## config.mk

```make
export PLATFORM = sky130hd
export DESIGN_NAME = fetch_stage
export DESIGN_NICKNAME = d
export VERILOG_FILES = /design/src/rtl/fetch_pkg.sv /design/src/rtl/IF_ID_Reg.sv /design/src/rtl/fetch_stage.sv
export SDC_FILE = /design/constraint.sdc
export NUM_CORES = 1
export LEC_CHECK = 0
export BUFFER_PORTS_ARGS = -buffer_cell sky130_fd_sc_hd__buf_2
export CORE_ASPECT_RATIO = 0.7
export CORE_MARGIN = 2
export CORE_UTILIZATION = 56
export DETAILED_ROUTE_END_ITERATION = 10
export GPL_ROUTABILITY_DRIVEN = 0
export PLACE_DENSITY = 0.88
export SETUP_SLACK_MARGIN = 0.4
export SLEW_MARGIN = 20
export SYNTH_ARGS = -nofsm -noshare
export SYNTH_HDL_FRONTEND = slang
export SYNTH_SLANG_ARGS = --single-unit
```

## constraint.sdc

```tcl
create_clock -name clk -period 2.75 [get_ports clk]
set_clock_uncertainty 0.05 [all_clocks]
set_input_delay 0.4125 -clock clk [delete_from_list [all_inputs] [get_ports clk]]
set_output_delay 0.4125 -clock clk [all_outputs]
set_load 0.05 [all_outputs]
```

## src/rtl/fetch_pkg.sv

```systemverilog
// Shared types and constants for the instruction fetch stage.
// Holds the fetch FSM encoding and the NOP / PC step values used by fetch and IF/ID.
package fetch_pkg;

  typedef enum logic [1:0] {
    IDLE = 2'd0,
    REQ  = 2'd1,
    HOLD = 2'd2,
    DROP = 2'd3
  } fetch_state_t;

  localparam logic [15:0] INST_NOP = 16'h0000;
  localparam logic [15:0] PC_STEP  = 16'd2;

endpackage

```

## src/rtl/IF_ID_Reg.sv

```systemverilog
// IF/ID pipeline register: loads on enable, flush inserts a NOP bubble and keeps PC fields.
// Latency 1 cycle; flush overrides enable, and with neither asserted the contents hold.
module IF_ID_Reg
  import fetch_pkg::*;
(
  input  logic        clk,
  input  logic        rst,
  input  logic        i_en,
  input  logic        i_flush,
  input  logic [15:0] i_inst,
  input  logic [15:0] i_pc,
  input  logic [15:0] i_pcplus2,
  output logic [15:0] o_inst,
  output logic [15:0] o_pc,
  output logic [15:0] o_pcplus2,
  output logic        o_vld
);

  always_ff @(posedge clk or negedge rst) begin
    if (!rst) begin
      o_inst    <= INST_NOP;
      o_pc      <= 16'h0000;
      o_pcplus2 <= 16'h0000;
      o_vld     <= 1'b0;
    end else if (i_flush) begin
      o_inst <= INST_NOP;
      o_vld  <= 1'b0;
    end else if (i_en) begin
      o_inst    <= i_inst;
      o_pc      <= i_pc;
      o_pcplus2 <= i_pcplus2;
      o_vld     <= 1'b1;
    end
  end

endmodule

```

## src/rtl/fetch_stage.sv

```systemverilog
// Fetch stage: PC, variable-latency imem handshake, one-entry hold buffer and redirect drop.
// One instruction per cycle with zero-latency memory; stallD parks a returned word in HOLD.
module fetch_stage
  import fetch_pkg::*;
#(
  parameter logic [15:0] RESET_PC = 16'h0000
)
(
  input  logic        clk,
  input  logic        rst,
  input  logic        stallD,
  input  logic        flushD,
  input  logic        PCSrcE,
  input  logic [15:0] PCTargetE,
  output logic        imemReq,
  output logic [15:0] imemAddr,
  input  logic [15:0] imemRdata,
  input  logic        imemReady,
  output logic [15:0] inst,
  output logic [15:0] PCPlus2,
  output logic [15:0] PCD,
  output logic        instValidD
);

  fetch_state_t r_state;
  logic [15:0]  r_pcf;
  logic [15:0]  r_tgt;
  logic [15:0]  r_hold_inst;
  logic [15:0]  r_hold_pc;
  logic         r_imem_req;

  fetch_state_t w_state_nxt;
  logic [15:0]  w_pcf_nxt;
  logic [15:0]  w_tgt_nxt;
  logic [15:0]  w_pcf_inc;
  logic         w_hold_ld;
  logic         w_ifid_en;
  logic [15:0]  w_ifid_inst;
  logic [15:0]  w_ifid_pc;
  logic [15:0]  w_ifid_pcplus2;

  assign w_pcf_inc      = r_pcf + PC_STEP;
  assign w_ifid_pcplus2 = w_ifid_pc + PC_STEP;
  assign imemReq        = r_imem_req;
  assign imemAddr       = r_pcf;

  always_comb begin
    w_state_nxt = r_state;
    w_pcf_nxt   = r_pcf;
    w_tgt_nxt   = r_tgt;
    w_hold_ld   = 1'b0;
    w_ifid_en   = 1'b0;
    w_ifid_inst = imemRdata;
    w_ifid_pc   = r_pcf;
    case (r_state)
      IDLE: begin
        // imemReady is ignored here: any request before reset was abandoned
        w_state_nxt = REQ;
        if (PCSrcE) w_pcf_nxt = PCTargetE;
      end
      REQ: begin
        if (imemReady) begin
          if (PCSrcE) begin
            w_pcf_nxt = PCTargetE;
          end else begin
            w_pcf_nxt = w_pcf_inc;
            if (stallD) begin
              w_hold_ld   = 1'b1;
              w_state_nxt = HOLD;
            end else begin
              w_ifid_en = 1'b1;
            end
          end
        end else if (PCSrcE) begin
          w_tgt_nxt   = PCTargetE;
          w_state_nxt = DROP;
        end
      end
      HOLD: begin
        w_ifid_inst = r_hold_inst;
        w_ifid_pc   = r_hold_pc;
        if (PCSrcE) begin
          w_pcf_nxt   = PCTargetE;
          w_state_nxt = REQ;
        end else if (!stallD) begin
          w_ifid_en   = 1'b1;
          w_state_nxt = REQ;
        end
      end
      DROP: begin
        // the address stays on the bus until the stale word returns
        if (imemReady) begin
          w_pcf_nxt   = PCSrcE ? PCTargetE : r_tgt;
          w_state_nxt = REQ;
        end else if (PCSrcE) begin
          w_tgt_nxt = PCTargetE;
        end
      end
      default: w_state_nxt = IDLE;
    endcase
  end

  always_ff @(posedge clk or negedge rst) begin
    if (!rst) begin
      r_state     <= IDLE;
      r_pcf       <= RESET_PC;
      r_tgt       <= 16'h0000;
      r_hold_inst <= INST_NOP;
      r_hold_pc   <= 16'h0000;
      r_imem_req  <= 1'b0;
    end else begin
      r_state    <= w_state_nxt;
      r_pcf      <= w_pcf_nxt;
      r_tgt      <= w_tgt_nxt;
      r_imem_req <= (w_state_nxt == REQ) || (w_state_nxt == DROP);
      if (w_hold_ld) begin
        r_hold_inst <= imemRdata;
        r_hold_pc   <= r_pcf;
      end
    end
  end

  IF_ID_Reg u_if_id (
    .clk       (clk),
    .rst       (rst),
    .i_en      (w_ifid_en),
    .i_flush   (flushD),
    .i_inst    (w_ifid_inst),
    .i_pc      (w_ifid_pc),
    .i_pcplus2 (w_ifid_pcplus2),
    .o_inst    (inst),
    .o_pc      (PCD),
    .o_pcplus2 (PCPlus2),
    .o_vld     (instValidD)
  );

endmodule
```

After elaboration in Yosys (flattened, before gate mapping)
Cells that the tools add are included.
{"block": "word_totals", "reg_bits": 116, "wordCells": 58, "inputBits": 38, "out_inout_bits": 66}
{"block": "op_classes", "n_addsub": 2, "eq_ne": 8, "muxes": 28, "reduce_logical": 8, "bitwise": 2}
{"operator": "$mux W16", "n": 9}
{"operator": "$pmux W16 S3", "n": 1}
{"operator": "$add A16 B2 Y16 const B", "n": 2}
{"operator": "$mux W2", "n": 7}
{"operator": "$mux W1", "n": 9}
{"operator": "$pmux W2 S4", "n": 1}
{"operator": "$eq A2 B2 Y1 const B", "n": 3}
{"operator": "$eq A2 B1 Y1 const B", "n": 2}
{"operator": "$ne A2 B2 Y1 const B", "n": 2}
{"operator": "$reduce_and A2 Y1", "n": 2}
{"operator": "$reduce_or A2 Y1", "n": 2}
{"operator": "$reduce_and A3 Y1", "n": 1}
{"operator": "$logic_not A2 Y1", "n": 1}
{"operator": "$ne A2 B1 Y1 const B", "n": 1}
{"operator": "$not A1 Y1", "n": 2}
{"operator": "$pmux W1 S2", "n": 1}
{"operator": "$reduce_bool A2 Y1", "n": 1}
{"operator": "$logic_or A1 B1 Y1", "n": 1}

Depth between registers and ports, before layout
Gate-level depths: netlist (run 1).
{"block": "logic_depth", "word_depth": 6, "ltp_mapped": 10, "depth_no_buf": 7}

Hierarchy
From an unflattened synthesis (run 1), not the netlist that was laid out.
{"block": "hier_totals", "hier_cells": 514, "area_unflattened_um2": 6060.8}
{"mod": "fetch_stage", "area_each_um2": 4021.4, "cells_per_inst": 390, "n_inst": 1, "seq_area_each_um2": 1651.6}
{"mod": "IF_ID_Reg", "area_each_um2": 2039.5, "cells_per_inst": 124, "n_inst": 1, "seq_area_each_um2": 1226.2}

Worst setup path before layout (run 1)
OpenSTA, ideal clock, no wires.
{"block": "synth_path", "kind": "register to register", "startpoint": "reg r_state[0]", "endpoint": "reg r_pcf[15] (netlist: imemAddr[15])", "arrival_ns": 2.283, "setup_ns": 0.124, "synth_period_minus_slack_ns": 2.457, "t_required_ns": 2.576, "slack_ns": 0.293, "path_stages_with_launch": 10, "path_buffers": 2, "path_cell_list": "dfrtp_1 > inv_1 > ha_1 > buf_6 > or2_4 > buf_6 > a221o_1 > nand2_1 > o21ai_1 > a211o_1"}
{"block": "synth_via", "elab_chain_len": 4, "word_cells_on_any_way": 10, "cone_classes": "eq/ne (6); mux (1); reduce/logical (3)"}
{"item": "from (decl)", "line_no": "fetch_stage.sv:25", "rtl": "fetch_state_t r_state;"}
{"item": "from (signal assigned)", "line_no": "fetch_stage.sv:112", "rtl": "r_state <= w_state_nxt;"}
{"item": "$eq A2 B2 Y1 or $logic_not A2 Y1 (tied branches)", "line_no": "fetch_stage.sv:55", "rtl": "case (r_state)"}
{"item": "$reduce_or A2 Y1 (no source line)"}
{"item": "$ne A2 B1 Y1 (no source line)"}
{"item": "$reduce_and A3 Y1 (no source line)"}
{"item": "to (signal assigned)", "line_no": "fetch_stage.sv:113", "rtl": "r_pcf <= w_pcf_nxt;"}
{"item": "to (decl)", "line_no": "fetch_stage.sv:26", "rtl": "logic [15:0] r_pcf;"}
Several ways; a longest one is shown, not always the timed one.
A chain may end at the register's enable or synchronous reset.

Final worst setup path (run 1)
{"block": "layout_path", "startpoint": "reg r_state[0]", "endpoint": "reg u_if_id.o_pcplus2[8]"}
{"block": "layout_via", "elab_chain_len": 3, "word_cells_on_any_way": 6, "cone_classes": "add/sub (1); eq/ne (2); mux (2); reduce/logical (1)"}
{"item": "$eq A2 B2 Y1 or $eq A2 B1 Y1 (tied branches)", "line_no": "fetch_stage.sv:55"}
{"item": "$mux W16 or $pmux W1 S2 (tied branches)", "line_no": "fetch_stage.sv:55"}
{"item": "$add A16 B2 Y16 or $reduce_and A2 Y1 (tied branches)"}
{"item": "to (signal assigned)", "line_no": "IF_ID_Reg.sv:31", "rtl": "o_pcplus2 <= i_pcplus2;"}
{"item": "to (decl)", "line_no": "IF_ID_Reg.sv:15", "rtl": "output logic [15:0] o_pcplus2,"}
Several ways; a longest one is shown, not always the timed one.

==> impl_results.html, run 1 <==
<table>
<tr><th>Metric</th><th>Value</th></tr>
<tr><th colspan="2">Clocking</th></tr>
<tr><td>TritonCTS clock tree</td><td>done</td></tr>
<tr><td>Clk buf depth</td><td>2</td></tr>
<tr><td>Worst skew pair latency</td><td>around 0.42 ns</td></tr>
<tr><td>Buffer cell driving the clock tree root</td><td>sky130_fd_sc_hd__clkbuf_16</td></tr>
<tr><td>Clock slew at the register clock pins of the worst setup and hold paths</td><td>roughly 0.06 ns</td></tr>
<tr><td>Number of buffers added by the clock tree synthesis step</td><td>17</td></tr>
<tr><td>Number of sinks driven by the clock tree</td><td>~110</td></tr>
<tr><td>Maximum level of the CTS H-tree</td><td>4</td></tr>
<tr><th colspan="2">Yosys</th></tr>
<tr><td>Cell Area, Synth</td><td>~6000 um2</td></tr>
<tr><td>Post-synthesis sequential area ratio</td><td>47.92%</td></tr>
<tr><td>Number of synthesized flops with an enable pin</td><td>0</td></tr>
<tr><td>Total of warnings raised by yosys</td><td>0</td></tr>
<tr><td>Area share of the leading cell type in the synthesized netlist</td><td>47.92%</td></tr>
<tr><td>Synth area leader</td><td>sky130_fd_sc_hd__dfrtp_1</td></tr>
<tr><td>Syn_nets</td><td>between 600 and 700</td></tr>
<tr><td>Number of unique standard cell types used by synthesis</td><td>58</td></tr>
<tr><td>Instance count of the mapped netlist</td><td>570</td></tr>
<tr><td>Most used flip-flop cell after synthesis</td><td>sky130_fd_sc_hd__dfrtp_1</td></tr>
<tr><td>Cells taking the most area after synthesis</td><td>sky130_fd_sc_hd__dfrtp_1, sky130_fd_sc_hd__mux2_2, sky130_fd_sc_hd__mux2i_1</td></tr>
<tr><td>Average footprint of a synthesized cell</td><td>approximately 10 um2</td></tr>
<tr><td>Flop and latch count out of synthesis</td><td>roughly 110</td></tr>
<tr><td>Async set-reset flop share out of synthesis</td><td>100.0%</td></tr>
<tr><th colspan="2">Timing</th></tr>
<tr><td>Transition at the pin with the smallest max-transition slack</td><td>0.6500 ns</td></tr>
<tr><td>Post-route setup TNS</td><td>0 ns</td></tr>
<tr><td>Setup repair after global routing missed its margin</td><td>true</td></tr>
<tr><td>Final count of negative-setup-slack endpoints</td><td>0</td></tr>
<tr><td>Shortest clock period the worst path allows after layout</td><td>2.252 ns</td></tr>
<tr><td>Final period util</td><td>between 80% and 90%</td></tr>
<tr><td>Hold violation total from the final report</td><td>0</td></tr>
<tr><td>Peak clock frequency supported by timing</td><td>between 400 and 500 MHz</td></tr>
<tr><td>Final slew viol count</td><td>0</td></tr>
<tr><td>Max-Slew Margin vs Limit</td><td>around 57%</td></tr>
<tr><th colspan="2">Hold path</th></tr>
<tr><td>Critical hold path startpoint</td><td>PCTargetE[9]</td></tr>
<tr><td>Number of cells on the worst hold path</td><td>3</td></tr>
<tr><td>Hold Crit Endpoint</td><td>r_tgt[9]$_DFFE_PN0P_</td></tr>
<tr><td>Kind of path behind the tightest hold check</td><td>primary input to flip-flop</td></tr>
<tr><th colspan="2">Placed design</th></tr>
<tr><td>Dpl hpwl</td><td>around 10 mm</td></tr>
<tr><td>Cells after DPL</td><td>775</td></tr>
<tr><td>Total of buffers placed on input and output ports</td><td>roughly 100</td></tr>
<tr><th colspan="2">Critical path</th></tr>
<tr><td>Family of cells with the greatest summed delay on the critical path</td><td>buffers and inverters</td></tr>
<tr><td>Startpoint Class</td><td>flip-flop</td></tr>
<tr><td>Slowest library cell on the worst path</td><td>sky130_fd_sc_hd__dfrtp_2</td></tr>
<tr><td>Cell mode on critical path</td><td>sky130_fd_sc_hd__buf_4</td></tr>
<tr><td>Type of the worst setup path</td><td>flip-flop to flip-flop</td></tr>
<tr><td>Number of buffers and inverters on the critical path</td><td>4</td></tr>
<tr><td>Stages on the worst setup path</td><td>9</td></tr>
<tr><td>Worst Setup End Kind</td><td>flip-flop</td></tr>
<tr><td>Launching point of the worst reg2reg path</td><td>r_state[0]$_DFF_PN0_</td></tr>
<tr><td>Largest stage delay, worst path</td><td>~0.46 ns</td></tr>
<tr><td>Critical path, cell by cell</td><td>inv_2 &gt; ha_4 &gt; a21oi_1 &gt; nor4b_4 &gt; buf_4 &gt; buf_12 &gt; nor2b_1 &gt; buf_4 &gt; mux2_2</td></tr>
<tr><td>WP data arrival</td><td>between 2 and 3 ns</td></tr>
<tr><td>Required time at the worst-slack endpoint</td><td>around 3.0 ns</td></tr>
<tr><td>Peak fanout along the critical path</td><td>17</td></tr>
<tr><td>Worst r2r dst</td><td>u_if_id.o_pcplus2[8]$_DFFE_PN0P_</td></tr>
<tr><td>Number of cells on the worst reg-to-reg path</td><td>9</td></tr>
<tr><td>Setup slack, reg-to-reg</td><td>between 0.4 and 0.5 ns</td></tr>
<tr><th colspan="2">Power</th></tr>
<tr><td>Sequential cell fraction of total power</td><td>roughly a third</td></tr>
<tr><td>Reported net switching power</td><td>roughly 4.4 mW</td></tr>
<tr><td>Share of total power consumed by net switching</td><td>roughly 45%</td></tr>
<tr><td>Pwr dens</td><td>1339 nW/um2</td></tr>
<tr><td>Largest vdd supply drop</td><td>between 0.6 and 0.7 mV</td></tr>
<tr><td>Clock Power Share</td><td>between 20% and 30%</td></tr>
<tr><td>Int Pwr</td><td>approximately 5.4 mW</td></tr>
<tr><td>Power share of the combinational group</td><td>44.2%</td></tr>
<tr><td>Leakage power figure</td><td>3.260 nW</td></tr>
<tr><th colspan="2">Route</th></tr>
<tr><td>Number of DRC violations after detailed routing</td><td>0</td></tr>
<tr><td>Antenna Violating Nets Remaining</td><td>0</td></tr>
<tr><td>Vias per std cell</td><td>~6</td></tr>
<tr><td>Iteration-0 DRC Markers</td><td>between 500 and 600</td></tr>
<tr><td>Vias</td><td>between 5000 and 6000</td></tr>
<tr><td>Length of the first detailed-routing pass in iterations</td><td>5</td></tr>
<tr><td>Wire length reported by the detailed router</td><td>between 15 and 20 mm</td></tr>
<tr><td>Routed WL per cell</td><td>19.27 um</td></tr>
<tr><th colspan="2">Floorplan</th></tr>
<tr><td>Initial cell density of the core</td><td>a little under three fifths</td></tr>
<tr><td>Io pins</td><td>roughly 100</td></tr>
<tr><td>Standard-cell row count</td><td>31</td></tr>
<tr><td>DIE WIDTH</td><td>127.2 um</td></tr>
<tr><td>Die Span Y</td><td>about 90 um</td></tr>
<tr><td>Placeable core area</td><td>approximately 10000 um2</td></tr>
<tr><td>Die Area</td><td>about 11000 um2</td></tr>
<tr><th colspan="2">Layout</th></tr>
<tr><td>Antenna cells</td><td>0</td></tr>
<tr><td>Post-layout nets</td><td>715</td></tr>
<tr><td>Layout Area Growth over Synthesis</td><td>22.66%</td></tr>
<tr><td>Share of cells above drive strength 1</td><td>about a third</td></tr>
<tr><td>Final standard cell count with taps included and fillers excluded</td><td>about 800</td></tr>
<tr><th colspan="2">Run</th></tr>
<tr><td>Number of max-cap violations</td><td>0</td></tr>
<tr><th colspan="2">Global route</th></tr>
<tr><td>Largest net degree at the start of global routing</td><td>50</td></tr>
<tr><td>First-pass GRT wire length</td><td>24.87 mm</td></tr>
<tr><td>Global route overflow</td><td>0</td></tr>
<tr><td>Antenna violations before repair</td><td>0</td></tr>
<tr><td>Total global routing track utilization</td><td>between 20% and 30%</td></tr>
<tr><td>Number of global-route vias before repair</td><td>between 4000 and 5000</td></tr>
<tr><th colspan="2">Status</th></tr>
<tr><td>Outcome</td><td>finished clean</td></tr>
</table>
[area by class of cell]
type	count	area, um2
clock inverter	15	210.2
timing repair buffer	128	762.0
fill	693	3054
tap	132	165.2
clock buffer	17	425.4
sequential	114	2855
inverter	11	41.29
multi-input combinational	399	2843
[per-layer routing]
metal  track usage [%]  wire, um
met3             6.991      1170
met4             13.46       416
met1             36.07      6635
met2             43.50      7500
met5                 0         0
[state kept, by name (all words and copies together), names as in the netlist]
name / count
imemAddr: 16
r_hold_inst: 16
r_hold_pc: 16
r_state: 2
r_tgt: 16
u_if_id.o_inst: 16
u_if_id.o_pc: 15
u_if_id.o_pcplus2: 16
u_if_id.o_vld: 1
[cell usage in the layout, fill, tap and decap left out, types with 20 or more instances in the layout]
cell | netlist | final
sky130_fd_sc_hd__a211oi_1 | 24 | 24
sky130_fd_sc_hd__buf_4 | 8 | 20
sky130_fd_sc_hd__a21oi_1 | 21 | 21
sky130_fd_sc_hd__mux2i_1 | 35 | 35
sky130_fd_sc_hd__o21ai_0 | 48 | 48
sky130_fd_sc_hd__mux2_2 | 52 | 52
sky130_fd_sc_hd__nand2_1 | 64 | 64
sky130_fd_sc_hd__buf_2 | 25 | 102
sky130_fd_sc_hd__nor2_1 | 33 | 33
sky130_fd_sc_hd__dfrtp_1 | 114 | 112
[through the flow]
| step | total power, mW | setup WS [ns] | hold WS (ns) | util [%] | area, um2 |
|---|---|---|---|---|---|
| 2_1_floorplan | 6.175 | 0.4851 | 0.06691 | - | 5954 |
| 3_3_place_gp | 7.014 | 0.4354 | 0.4094 | 62.98 | 6523 |
| 3_5_place_dp | 7.204 | 0.3782 | 0.4138 | 62.98 | 6523 |
| 4_1_cts | 9.650 | 0.3805 | 0.1725 | 69.42 | 7189 |
| 5_1_grt | 10.23 | 0.3631 | 0.1811 | 70.51 | 7302 |
| 6_report | 9.779 | 0.4982 | 0.1860 | 70.51 | 7302 |
[what timing repair did]
item                       CTS  global route
hold buffers                 1             0
pin swaps                    0             3
gates resized for setup      5            11
setup buffers                0             7
hold endpoints to repair    46             0
gates cloned                 0             1
setup endpoints to repair    2            28
[worst register-to-register path, cell delays in order, from the launching register on]
cell,delay [ns]
sky130_fd_sc_hd__dfrtp_2,0.46
sky130_fd_sc_hd__inv_2,0.11
sky130_fd_sc_hd__ha_4,0.19
sky130_fd_sc_hd__a21oi_1,0.10
sky130_fd_sc_hd__nor4b_4,0.26
sky130_fd_sc_hd__buf_4,0.18
sky130_fd_sc_hd__buf_12,0.15
sky130_fd_sc_hd__nor2b_1,0.15
sky130_fd_sc_hd__buf_4,0.16
sky130_fd_sc_hd__mux2_2,0.33
[power by group through the flow]
stage / Clock [mW] / Combinational (mW) / Sequential (mW)
floorplan: 0 / 2.13 / 4.04
global placement: 0 / 4.02 / 3.00
detailed placement: 0 / 4.17 / 3.04
CTS: 2.38 / 4.23 / 3.04
global route: 2.47 / 4.60 / 3.16
finish: 2.36 / 4.32 / 3.09
[kinds of logic (layout without fill, tap and decap cells)]
group           count (synthesis)  count (layout)  share of synthesized area (%)
xor+xnor                       19              19                          2.795
simple gates                  141             141                          11.33
mux                            87              87                          15.72
compound gates                146             146                          16.08
flops                         114             114                          47.92
fa+ha+maj                       6               6                          1.261
buf+inv                        57             171                          4.897
[how the worst max path moves through the flow]
| stage | start | endpoint | slack (ns) |
|---|---|---|---|
| after floorplan | r_state[0]$_DFF_PN0_ | imemAddr[15]$_DFFE_PN0P_ | 0.49 |
| after global placement | r_state[0]$_DFF_PN0_ | u_if_id.o_pcplus2[8]$_DFFE_PN0P_ | 0.44 |
| after detailed placement | r_state[0]$_DFF_PN0_ | u_if_id.o_pcplus2[8]$_DFFE_PN0P_ | 0.38 |
| after CTS | r_state[0]$_DFF_PN0_ | u_if_id.o_pcplus2[14]$_DFFE_PN0P_ | 0.38 |
| after global routing | r_state[0]$_DFF_PN0_ | imemAddr[9]$_DFFE_PN0P_ | 0.36 |
| final | r_state[0]$_DFF_PN0_ | u_if_id.o_pcplus2[8]$_DFFE_PN0P_ | 0.50 |
[cell usage after synthesis, types with 4 or more instances]
master                     number
sky130_fd_sc_hd__a21oi_1       21
sky130_fd_sc_hd__nor2_1        33
sky130_fd_sc_hd__inv_1         11
sky130_fd_sc_hd__a221oi_1       7
sky130_fd_sc_hd__nor3_1         4
sky130_fd_sc_hd__ha_1           6
sky130_fd_sc_hd__nand2_1       64
sky130_fd_sc_hd__buf_4          8
sky130_fd_sc_hd__dfrtp_1      114
sky130_fd_sc_hd__a211oi_1      24
sky130_fd_sc_hd__xnor2_1       15
sky130_fd_sc_hd__nand4_1        5
sky130_fd_sc_hd__o21ai_1        7
sky130_fd_sc_hd__o211ai_1       4
sky130_fd_sc_hd__xor2_1         4
sky130_fd_sc_hd__nand3_1       14
sky130_fd_sc_hd__o21ai_0       48
sky130_fd_sc_hd__clkbuf_1       9
sky130_fd_sc_hd__buf_2         25
sky130_fd_sc_hd__mux2_2        52
sky130_fd_sc_hd__mux2i_1       35
Power figures use the tool's default switching activity.
==> inputs of run 2 (changes only) <==
==> constraint.sdc (replaced) <==
create_clock -name clk -period 2.3 [get_ports clk]
set_clock_uncertainty 0.05 [all_clocks]
set_input_delay 0.345 -clock clk [delete_from_list [all_inputs] [get_ports clk]]
set_output_delay 0.345 -clock clk [all_outputs]
set_load 0.05 [all_outputs]
==> impl_results.html, run 2 (synthesized netlist as in run 1, its figures left out) <==
<table>
<tr><th>Metric</th><th>Value</th></tr>
<tr><th colspan="2">Status</th></tr>
<tr><td>Outcome</td><td>finished clean</td></tr>
<tr><th colspan="2">Global route</th></tr>
<tr><td>Total global routing track utilization</td><td>around 32%</td></tr>
<tr><td>Global route overflow</td><td>0</td></tr>
<tr><td>Antenna violations before repair</td><td>0</td></tr>
<tr><td>Number of global-route vias before repair</td><td>5310</td></tr>
<tr><td>First-pass GRT wire length</td><td>28.70 mm</td></tr>
<tr><td>Largest net degree at the start of global routing</td><td>between 50 and 60</td></tr>
<tr><th colspan="2">Power</th></tr>
<tr><td>Power share of the combinational group</td><td>between 40% and 50%</td></tr>
<tr><td>Leakage power figure</td><td>3.453 nW</td></tr>
<tr><td>Clock Power Share</td><td>a little over a fifth</td></tr>
<tr><td>Reported net switching power</td><td>about 5.7 mW</td></tr>
<tr><td>Pwr dens</td><td>~1600 nW/um2</td></tr>
<tr><td>Largest vdd supply drop</td><td>0.7378 mV</td></tr>
<tr><td>Int Pwr</td><td>about 6.7 mW</td></tr>
<tr><td>Sequential cell fraction of total power</td><td>around 29%</td></tr>
<tr><td>Share of total power consumed by net switching</td><td>46.25%</td></tr>
<tr><th colspan="2">Timing</th></tr>
<tr><td>Hold violation total from the final report</td><td>0</td></tr>
<tr><td>Final count of negative-setup-slack endpoints</td><td>0</td></tr>
<tr><td>Shortest clock period the worst path allows after layout</td><td>2.146 ns</td></tr>
<tr><td>Post-route setup TNS</td><td>0 ns</td></tr>
<tr><td>Transition at the pin with the smallest max-transition slack</td><td>0.7099 ns</td></tr>
<tr><td>Final slew viol count</td><td>0</td></tr>
<tr><td>Final period util</td><td>93.31%</td></tr>
<tr><td>Max-Slew Margin vs Limit</td><td>a little over half</td></tr>
<tr><td>Peak clock frequency supported by timing</td><td>466.0 MHz</td></tr>
<tr><td>Setup repair after global routing missed its margin</td><td>true</td></tr>
<tr><th colspan="2">Clocking</th></tr>
<tr><td>Maximum level of the CTS H-tree</td><td>4</td></tr>
<tr><td>Clock slew at the register clock pins of the worst setup and hold paths</td><td>approximately 0.060 ns</td></tr>
<tr><td>Buffer cell driving the clock tree root</td><td>sky130_fd_sc_hd__clkbuf_16</td></tr>
<tr><td>Clk buf depth</td><td>2</td></tr>
<tr><td>Number of buffers added by the clock tree synthesis step</td><td>17</td></tr>
<tr><td>Worst skew pair latency</td><td>0.42 ns</td></tr>
<tr><td>Number of sinks driven by the clock tree</td><td>~110</td></tr>
<tr><td>TritonCTS clock tree</td><td>done</td></tr>
<tr><th colspan="2">Critical path</th></tr>
<tr><td>Worst Setup End Kind</td><td>flip-flop</td></tr>
<tr><td>Family of cells with the greatest summed delay on the critical path</td><td>buffers and inverters</td></tr>
<tr><td>Number of buffers and inverters on the critical path</td><td>2</td></tr>
<tr><td>Slowest library cell on the worst path</td><td>sky130_fd_sc_hd__dfrtp_2</td></tr>
<tr><td>Startpoint Class</td><td>flip-flop</td></tr>
<tr><td>Critical path, cell by cell</td><td>inv_2 &gt; ha_4 &gt; buf_6 &gt; mux2i_2 &gt; xor2_1 &gt; o21ai_0</td></tr>
<tr><td>Peak fanout along the critical path</td><td>29</td></tr>
<tr><td>WP data arrival</td><td>2.41 ns</td></tr>
<tr><td>Required time at the worst-slack endpoint</td><td>2.56 ns</td></tr>
<tr><td>Largest stage delay, worst path</td><td>around 0.46 ns</td></tr>
<tr><td>Type of the worst setup path</td><td>flip-flop to flip-flop</td></tr>
<tr><th colspan="2">Route</th></tr>
<tr><td>Antenna Violating Nets Remaining</td><td>0</td></tr>
<tr><td>Vias per std cell</td><td>6.568</td></tr>
<tr><td>Number of DRC violations after detailed routing</td><td>0</td></tr>
<tr><td>Vias</td><td>around 5600</td></tr>
<tr><td>Routed WL per cell</td><td>22.50 um</td></tr>
<tr><td>Iteration-0 DRC Markers</td><td>approximately 750</td></tr>
<tr><td>Length of the first detailed-routing pass in iterations</td><td>6</td></tr>
<tr><td>Wire length reported by the detailed router</td><td>approximately 19 mm</td></tr>
<tr><th colspan="2">Floorplan</th></tr>
<tr><td>Io pins</td><td>about 100</td></tr>
<tr><td>Standard-cell row count</td><td>31</td></tr>
<tr><td>Die Area</td><td>about 11000 um2</td></tr>
<tr><td>Initial cell density of the core</td><td>a little under three fifths</td></tr>
<tr><td>DIE WIDTH</td><td>around 130 um</td></tr>
<tr><td>Die Span Y</td><td>90.27 um</td></tr>
<tr><td>Placeable core area</td><td>roughly 10000 um2</td></tr>
<tr><th colspan="2">Layout</th></tr>
<tr><td>Area taken by multi-input logic gates</td><td>slightly below 3000 um2</td></tr>
<tr><td>Top library cells by usage in the layout, fill and taps aside</td><td>sky130_fd_sc_hd__dfrtp_1, sky130_fd_sc_hd__buf_2, sky130_fd_sc_hd__nand2_1, sky130_fd_sc_hd__mux2_2, sky130_fd_sc_hd__buf_4</td></tr>
<tr><td>Share of cells above drive strength 1</td><td>roughly two fifths</td></tr>
<tr><td>Post-layout nets</td><td>746</td></tr>
<tr><td>Most frequent standard cell in the layout excluding fill and tap cells</td><td>sky130_fd_sc_hd__dfrtp_1</td></tr>
<tr><td>Antenna cells</td><td>0</td></tr>
<tr><td>Final standard cell count with taps included and fillers excluded</td><td>about 850</td></tr>
<tr><td>Area of all placed cells without fillers</td><td>7694 um2</td></tr>
<tr><td>Layout Area Growth over Synthesis</td><td>29.23%</td></tr>
<tr><td>Number of fill cells in the layout</td><td>roughly 630</td></tr>
<tr><td>Sequential standard cell area</td><td>about 2900 um2</td></tr>
<tr><th colspan="2">Placed design</th></tr>
<tr><td>Dpl hpwl</td><td>10.47 mm</td></tr>
<tr><td>Total of buffers placed on input and output ports</td><td>around 100</td></tr>
<tr><td>Cells after DPL</td><td>just under 800</td></tr>
<tr><td>Post-place instance area</td><td>~6700 um2</td></tr>
<tr><th colspan="2">Run</th></tr>
<tr><td>Number of max-cap violations</td><td>0</td></tr>
<tr><th colspan="2">Hold path</th></tr>
<tr><td>Kind of path behind the tightest hold check</td><td>primary input to flip-flop</td></tr>
</table>
## run 2: cell types whose count changed in the layout (fill, tap and decap cells not counted), moves of 4 or more
cell / change
sky130_fd_sc_hd__buf_4: +23
sky130_fd_sc_hd__o21ai_0: -8
sky130_fd_sc_hd__o21ai_1: +7
sky130_fd_sc_hd__a221oi_1: -4
sky130_fd_sc_hd__buf_12: +6
## run 2: power by group through the flow
stage / clock [mW] / combinational (mW) / sequential [mW]
2_1_floorplan: 0 / 2.59 / 4.84
4_1_cts: 2.65 / 5.73 / 3.53
3_5_place_dp: 0 / 5.30 / 3.54
5_1_grt: 2.77 / 6.44 / 3.70
6_report: 2.65 / 6.13 / 3.64
3_3_place_gp: 0 / 5.14 / 3.47
## run 2: what timing repair did
| item | CTS | global route |
|---|---|---|
| pin swaps | 3 | 2 |
| hold buffers | 1 | 0 |
| hold endpoints to repair | 50 | 0 |
| gates cloned | 1 | 1 |
| buffers inserted | 17 | 5 |
| gates resized for setup | 25 | 21 |
| setup endpoints to repair | 72 | 74 |
## run 2: routing by layer
metal | share of wire (%) | global-route usage, %
met2 | 47 | 50.36
met1 | 39 | 41.52
met5 | 0 | 0
met4 | 4.7 | 15.93
met3 | 9.7 | 9.123
## run 2: path summary, 6_finish.rpt
check	depth (start not counted)	to	start	slack, ns
min in group asynchronous	2	imemAddr[4]$_DFFE_PN0P_	rst	0.48
min	2	r_tgt[12]$_DFFE_PN0P_	PCTargetE[12]	0.12
min reg2reg	2	u_if_id.o_pcplus2[13]$_DFFE_PN0P_	u_if_id.o_pcplus2[13]$_DFFE_PN0P_	0.43
max reg2reg	6	u_if_id.o_pcplus2[5]$_DFFE_PN0P_	r_state[0]$_DFF_PN0_	0.15
max	6	u_if_id.o_pcplus2[5]$_DFFE_PN0P_	r_state[0]$_DFF_PN0_	0.15
max in group asynchronous	3	u_if_id.o_pcplus2[2]$_DFFE_PN0P_	rst	1.07
## run 2: stage by stage
stage	hold WS [ns]	utilization [%]	total power, mW	worst slack (ns)
detailed placement	0.3896	64.61	8.841	0.1340
floorplan	-0.0005911	-	7.436	0.1504
finish	0.1236	74.29	12.43	0.1539
global placement	0.3833	64.61	8.609	0.1619
global route	0.1187	74.29	12.92	0.1152
CTS	0.1064	72.93	11.91	0.2735
## run 2: layout make-up
cell class,count,share of cell area [%]
multi-input cells,399,38.49
flip-flops and latches,114,37.14
repair buffers,159,13.95
clock buffers,18,5.708
well taps,132,2.147
clock inverters,14,2.017
inverters,11,0.5367
